[config.mk]
export PLATFORM = sky130hd
export DESIGN_NAME = reg_write_scoreboard_flat
export DESIGN_NICKNAME = d
export VERILOG_FILES = /design/src/rtl/reg_write_scoreboard_if.sv /design/src/rtl/reg_write_scoreboard.sv /design/src/flat_wrapper.sv
export SDC_FILE = /design/constraint.sdc
export NUM_CORES = 1
export LEC_CHECK = 0
export ABC_AREA = 1
export ABC_CLOCK_PERIOD_IN_PS = 2200
export BUFFER_PORTS_ARGS = -buffer_cell sky130_fd_sc_hd__buf_2
export CORE_ASPECT_RATIO = 0.5
export CORE_UTILIZATION = 35
export CTS_BUF_LIST = sky130_fd_sc_hd__clkbuf_8
export CTS_CLUSTER_DIAMETER = 100
export DETAILED_ROUTE_END_ITERATION = 10
export GPL_TIMING_DRIVEN = 1
export PLACE_DENSITY_LB_ADDON = 0.15
export SLEW_MARGIN = 10
export SYNTH_ARGS = -nofsm -noshare
export SYNTH_HDL_FRONTEND = slang
export SYNTH_SLANG_ARGS = --single-unit
[constraint.sdc]
create_clock -name clk -period 2.2 [get_ports clk]
set_clock_uncertainty 0.15 [all_clocks]
set_input_delay 0.22 -clock clk [delete_from_list [all_inputs] [get_ports clk]]
set_output_delay 0.22 -clock clk [all_outputs]
set_load 0.01 [all_outputs]
[src/rtl/reg_write_scoreboard_if.sv]
// Issue/query/status bundle between the ID stage and the register write scoreboard.
interface reg_write_scoreboard_if #(
    parameter int unsigned STAT_W = 16
);
    logic              hold;
    logic              issue_wrt;
    logic [2:0]        issue_target;
    logic              rs_valid;
    logic [2:0]        rs;
    logic              rt_valid;
    logic [2:0]        rt;
    logic              STALL;
    logic [7:0]        busy_vec;
    logic [STAT_W-1:0] stall_cycles;

    // ID-stage side: drives issue and query, observes hazard status
    modport master (
        output hold, issue_wrt, issue_target, rs_valid, rs, rt_valid, rt,
        input  STALL, busy_vec, stall_cycles
    );

    // Scoreboard side
    modport slave (
        input  hold, issue_wrt, issue_target, rs_valid, rs, rt_valid, rt,
        output STALL, busy_vec, stall_cycles
    );
endinterface

[src/rtl/reg_write_scoreboard.sv]
// Register write scoreboard: tracks in-flight destinations issued from ID
// until the register file can supply them, and raises STALL on RAW hazards.
module reg_write_scoreboard #(
    parameter int unsigned DEPTH  = 2,
    parameter int unsigned CNT_W  = 3,
    parameter int unsigned STAT_W = 16
) (
    input  logic                  clk,
    input  logic                  rst,
    reg_write_scoreboard_if.slave bus
);
    localparam int unsigned NREG = 8;

    logic [CNT_W-1:0]  cnt [NREG];
    logic [STAT_W-1:0] stat;
    logic [NREG-1:0]   busy_c;
    logic              stall_c;
    logic              issue_fire_c;

    // A register is busy while its countdown is non-zero
    always_comb begin
        busy_c = '0;
        for (int r = 0; r < NREG; r++) begin
            busy_c[r] = (cnt[r] != '0);
        end
    end

    // RAW hazard on either read port; a stalled or frozen instruction never issues
    always_comb begin
        stall_c      = (bus.rs_valid & busy_c[bus.rs]) | (bus.rt_valid & busy_c[bus.rt]);
        issue_fire_c = bus.issue_wrt & ~stall_c & ~bus.hold;
    end

    // Per-register countdown: reload on issue, otherwise count down to zero
    always_ff @(posedge clk) begin
        if (rst) begin
            for (int r = 0; r < NREG; r++) begin
                cnt[r] <= '0;
            end
        end else if (!bus.hold) begin
            for (int r = 0; r < NREG; r++) begin
                if (issue_fire_c && (bus.issue_target == 3'(r))) begin
                    cnt[r] <= CNT_W'(DEPTH);
                end else if (cnt[r] != '0) begin
                    cnt[r] <= cnt[r] - CNT_W'(1);
                end
            end
        end
    end

    // Saturating stall-cycle counter; hold cycles with STALL still count
    always_ff @(posedge clk) begin
        if (rst) begin
            stat <= '0;
        end else if (stall_c && (stat != '1)) begin
            stat <= stat + STAT_W'(1);
        end
    end

    assign bus.STALL        = stall_c;
    assign bus.busy_vec     = busy_c;
    assign bus.stall_cycles = stat;
endmodule

[src/flat_wrapper.sv]
// flat-port wrapper written by rule: the top's interface ports become plain ports
module reg_write_scoreboard_flat 
#(
    parameter int unsigned DEPTH  = 2,
    parameter int unsigned CNT_W  = 3,
    parameter int unsigned STAT_W = 16
)
  (clk, rst, bus_hold, bus_issue_wrt, bus_issue_target, bus_rs_valid, bus_rs, bus_rt_valid, bus_rt, bus_STALL, bus_busy_vec, bus_stall_cycles);
  reg_write_scoreboard_if #(.STAT_W(STAT_W)) bus_i ();
  input  logic clk;
  input  logic rst;
  input wire logic [$bits(bus_i.hold)-1:0] bus_hold;
  input wire logic [$bits(bus_i.issue_wrt)-1:0] bus_issue_wrt;
  input wire logic [$bits(bus_i.issue_target)-1:0] bus_issue_target;
  input wire logic [$bits(bus_i.rs_valid)-1:0] bus_rs_valid;
  input wire logic [$bits(bus_i.rs)-1:0] bus_rs;
  input wire logic [$bits(bus_i.rt_valid)-1:0] bus_rt_valid;
  input wire logic [$bits(bus_i.rt)-1:0] bus_rt;
  output wire logic [$bits(bus_i.STALL)-1:0] bus_STALL;
  output wire logic [$bits(bus_i.busy_vec)-1:0] bus_busy_vec;
  output wire logic [$bits(bus_i.stall_cycles)-1:0] bus_stall_cycles;
  assign bus_i.hold = bus_hold;
  assign bus_i.issue_wrt = bus_issue_wrt;
  assign bus_i.issue_target = bus_issue_target;
  assign bus_i.rs_valid = bus_rs_valid;
  assign bus_i.rs = bus_rs;
  assign bus_i.rt_valid = bus_rt_valid;
  assign bus_i.rt = bus_rt;
  assign bus_STALL = bus_i.STALL;
  assign bus_busy_vec = bus_i.busy_vec;
  assign bus_stall_cycles = bus_i.stall_cycles;
  reg_write_scoreboard #(.DEPTH(DEPTH), .CNT_W(CNT_W), .STAT_W(STAT_W)) u_core (.clk(clk), .rst(rst), .bus(bus_i));
endmodule
Word-level counts from Yosys, hierarchy flattened
Memory sizes are Yosys's and may differ from the RTL's.
Cells that the tools add are included.
{"block": "totals", "out_inout_bits": 25, "ram_bits": 24, "wordCells": 156, "mem_count": 1, "register_bits": 16}
{"memory": "u_core.cnt", "depth": 8, "word_bits": 3, "read_ports": 8, "rd_clocked_by_memory_dff": 0, "write_ports": 8, "line_no": "reg_write_scoreboard.sv:14", "text": "logic [CNT_W-1:0] cnt [NREG];"}
{"block": "op_classes", "reduce_logical": 18, "n_mux": 94, "n_lt_le_gt_ge": 2, "bitwise_logic": 23, "eq_ne": 8, "addsub": 9}
{"cell": "$mux 1", "count": 76}
{"cell": "$mux 3", "count": 16}
{"cell": "$reduce_bool 3->1", "count": 8}
{"cell": "$sub 3x1->3 const B", "count": 8}
{"cell": "$or 1x1->1", "count": 17}
{"cell": "$add 16x1->16 const B", "count": 1}
{"cell": "$ne 16x16->1 const B", "count": 1}
{"cell": "$eq 3x3->1 const B", "count": 4}
{"cell": "$logic_and 1x1->1", "count": 9}
{"cell": "$lt 3x4->1 const B", "count": 2}
{"cell": "$bmux 1 s3", "count": 2}
{"cell": "$eq 3x2->1 const B", "count": 2}
{"cell": "$and 1x1->1", "count": 4}
{"cell": "$eq 3x1->1 const B", "count": 1}
{"cell": "$logic_not 3->1", "count": 1}
{"cell": "$not 1->1", "count": 2}

Longest topological paths before layout
{"block": "logic_depth", "ltp_word": 15, "mapped_depth": 14}

Worst setup path before layout
No wires, ideal clock.
{"block": "synth_timing", "path_kind": "reg2reg", "startpoint": "mem u_core.cnt[1][0] (netlist: u_core.cnt[0][3])", "endpoint": "mem u_core.cnt[5][0] (netlist: u_core.cnt[1][3]) (enable)", "setup_time_ps": 280, "period_less_slack_ps": 2022, "t_arrival_ps": 1592, "stages_incl_launch_ff": 14, "path_slack_ps": 178, "t_required_ps": 1770, "cell_sequence": "edfxtp_1 inv_1 ha_1 inv_1 nor2_1 nand2_1 nand3_1 nand3_1 nand3_2 nand2_4 nor2_4 nand3_1 nand2_1 nand3_1"}
{"element": "from (decl)", "line_no": "reg_write_scoreboard.sv:14"}

==> metrics.yaml <==
placed_design:
  gpl_congestion: 0.806
  dp_hpwl_mm: 4.91
  placed_cells: 519
  buffer_ports.inserted: 39
critical_path:
  critPathSlowestCell: "edfxtp_1"
  timing.critical_path.mode_cell: "nand3_2"
  worst-path-max-fanout: 4
  timing.critical_path.slowest_cell_delay_ns: 0.42
  critical_path.n_buffers_inverters: 3
  required_ns: 2.07
  path_delay_family: "simple AND/OR/NAND/NOR gates"
  start_kind: "flip-flop"
  end_kind: "flip-flop"
  path_class: "flip-flop to flip-flop"
  cp.arrival_ns: 2.01
  timing.critical_path.cells: "inv_2 -> ha_4 -> inv_1 -> nor2_2 -> nand2_1 -> nand3_1 -> nand3_2 -> nand3_2 -> nand3b_1 -> nor2_2 -> inv_2 -> nand3_2"
clocking:
  tritoncts.num_buffers: 5
  tritoncts: "built"
  clk_root_buffer_cell: "clkbuf_8"
  htree_num_levels: 2
  worst_setup_hold_path_clk_slew_ns: 0.09
  clock_sinks: 40
  cts.hold.buffers_added: 0
  clock_insertion_delay_worst_skew_ns: 0.31
  maximum_count_of_clock_buffers_along_a_single_path: 2
routing:
  detailedRoute.firstPassIterationCount: 4
  viasPerCell: 4.50
  drt_first_iter_violations: 78
  postRouteWirelength_mm: 6.50
  ant_nets: 0
  avgRoutedWirePerCell_um: 12.1
  post-route-drc-count: 0
  detailroute.via_count: 2410
yosys:
  synth_instances: 362
  synth_most_common_cell: "inv_1"
  synth_edf_count: 24
  netlist_top_cells_count: "inv_1, nand2_1, nor2_1, nand3_1, edfxtp_1"
  post_synth_top_area_share_pct: 26.1
  synthArstFlopShare_pct: 0
  netlist_top_cells_area: "edfxtp_1, dfxtp_1, inv_1"
  sequential_share_of_the_synthesized_area_pct: 37.7
  dominantRegCellSynth: "edfxtp_1"
  synthesis.area_per_instance_sq_um: 7.63
  synthesized_net_count: 394
  ys_seq_elements: 40
  yosys_warnings: 0
  post-synth-top-area-cell: "edfxtp_1"
  post_synth_instance_area_sq_um: 2760
  synth.lib_cells_used.distinct: 26
global_route:
  grt_pass1_wl_mm: 10.4
  largest_net_degree_at_the_start_of_global_routing: 16
  global_route.overflow_total: 0
  antenna_found_initial: 0
  first_global_vias: 2234
  grt_usage_pct: 16.5
cells_and_area:
  ant_diodes: 0
  layout-drive-gt1-share_pct: 35.4
  multi_input_comb_area_sq_um: 1590
  finalNonFillerCells: 535
  regArea_sq_um: 1040
  syn_to_final_growth_pct: 28.8
  fillerInstances: 790
  num-nets-final: 459
sta:
  rsz0062_at_grt: "yes"
  max_clock_freq_ghz: 0.468
  whs_ns: 0.159
  setup_violations: 0
  finalCriticalPeriod_ns: 2.14
  tightestPinTransition_ns: 0.398
  final-hold-violation-count: 0
  slew_headroom_pct: 73.5
  timing.final.crit_share_pct: 97.1
  timing_max_transition_violations_final: 0
pwr:
  power.ir.vdd_worst_v: 0.000243
  leakage_nw: 1.58
  cellPowerDensity_nw_per_um2: 612
  finalPower_mw: 2.18
hold_path:
  timing.hold.worst.class: "primary input to flip-flop"
floorplan:
  die-width_um: 128
  rows: 22
  initial_core_util_pct: 36.9
  chipHeight_um: 64.8
  io_pins: 40
  fp.dieArea_sq_um: 8270
  core_region_area_sq_um: 7490
run:
  max_cap_viol_count: 0
run_status:
  outcome: "completed"
==> timing repair <==
item,in CTS,in global routing
setup endpoints to repair,10,62
resized for setup,5,54
buffers inserted,2,7
pin swaps,1,22
==> worst paths after layout <==
path                               start                          end  slack (ns)  cells past startpoint
max                     u_core.cnt[0][6]             u_core.cnt[1][1]        0.06                     12
min                                  rst   u_core.bus.stall_cycles[3]        0.16                      2
max reg2reg             u_core.cnt[0][6]             u_core.cnt[1][1]        0.06                     12
min reg2reg  u_core.bus.stall_cycles[10]  u_core.bus.stall_cycles[10]        0.36                      2
==> layout make-up <==
class | instances | share of cell area (%)
sequential | 40 | 29.2
timing repair buffer | 63 | 10.7
tap | 108 | 3.80
clock inverter | 2 | 1.69
multi-input combinational | 241 | 44.5
inverter | 76 | 8.15
clock buffer | 5 | 1.93
==> kinds of logic after synthesis <==
family	after synthesis	synth area share (%)
fa+ha+maj	17	7.70
compound gates	24	5.43
xor+xnor	18	5.71
flops	40	37.7
buf+inv	81	12.0
simple gates	182	31.4
==> placed cells by master, fill, tap and decap left out, types with 12 or more instances in the layout <==
master    netlist  layout
inv_2           2      17
dfxtp_1        16      16
xnor2_1        12      12
edfxtp_1       24      24
nor2_1         52      45
nand3_2         6      16
nand3_1        41      31
nand2_1        58      53
inv_1          73      58
buf_2           0      39
nand2_2         8      13
buf_4           0      23
==> metrics by stage <==
step	util, %	instance area (sq um)	setup TNS, ns	setup slack (ns)
2_1_floorplan	-	2760	0	0.178
3_3_place_gp	42.2	3160	-0.00291	-0.000990
3_5_place_dp	42.2	3160	-0.0402	-0.0105
4_1_cts	44.3	3320	0	0.00435
5_1_grt	47.5	3560	-0.707	-0.0592
6_report	47.5	3560	0	0.0639
==> state kept, by name, indices dropped and copies added, names as in the netlist <==
name	cells
u_core.cnt	24
u_core.bus.stall_cycles	16
==> metal layers <==
metal  GRT usage [%]  vias up  part of all wire, %
met4            6.18        0                  1.2
met2            25.8       38                   45
met1            22.1     1105                   50
li1                -     1260                    -
met5               0        -                    0
met3            4.13        7                  3.8
==> where the power goes <==
group | total (mW) | switching, mW | internal, mW
registers | 0.897 | 0.0391 | 0.857
clock network | 0.733 | 0.286 | 0.447
logic | 0.549 | 0.311 | 0.238
total | 2.18 | 0.636 | 1.54
Power figures use the tool's default switching activity.
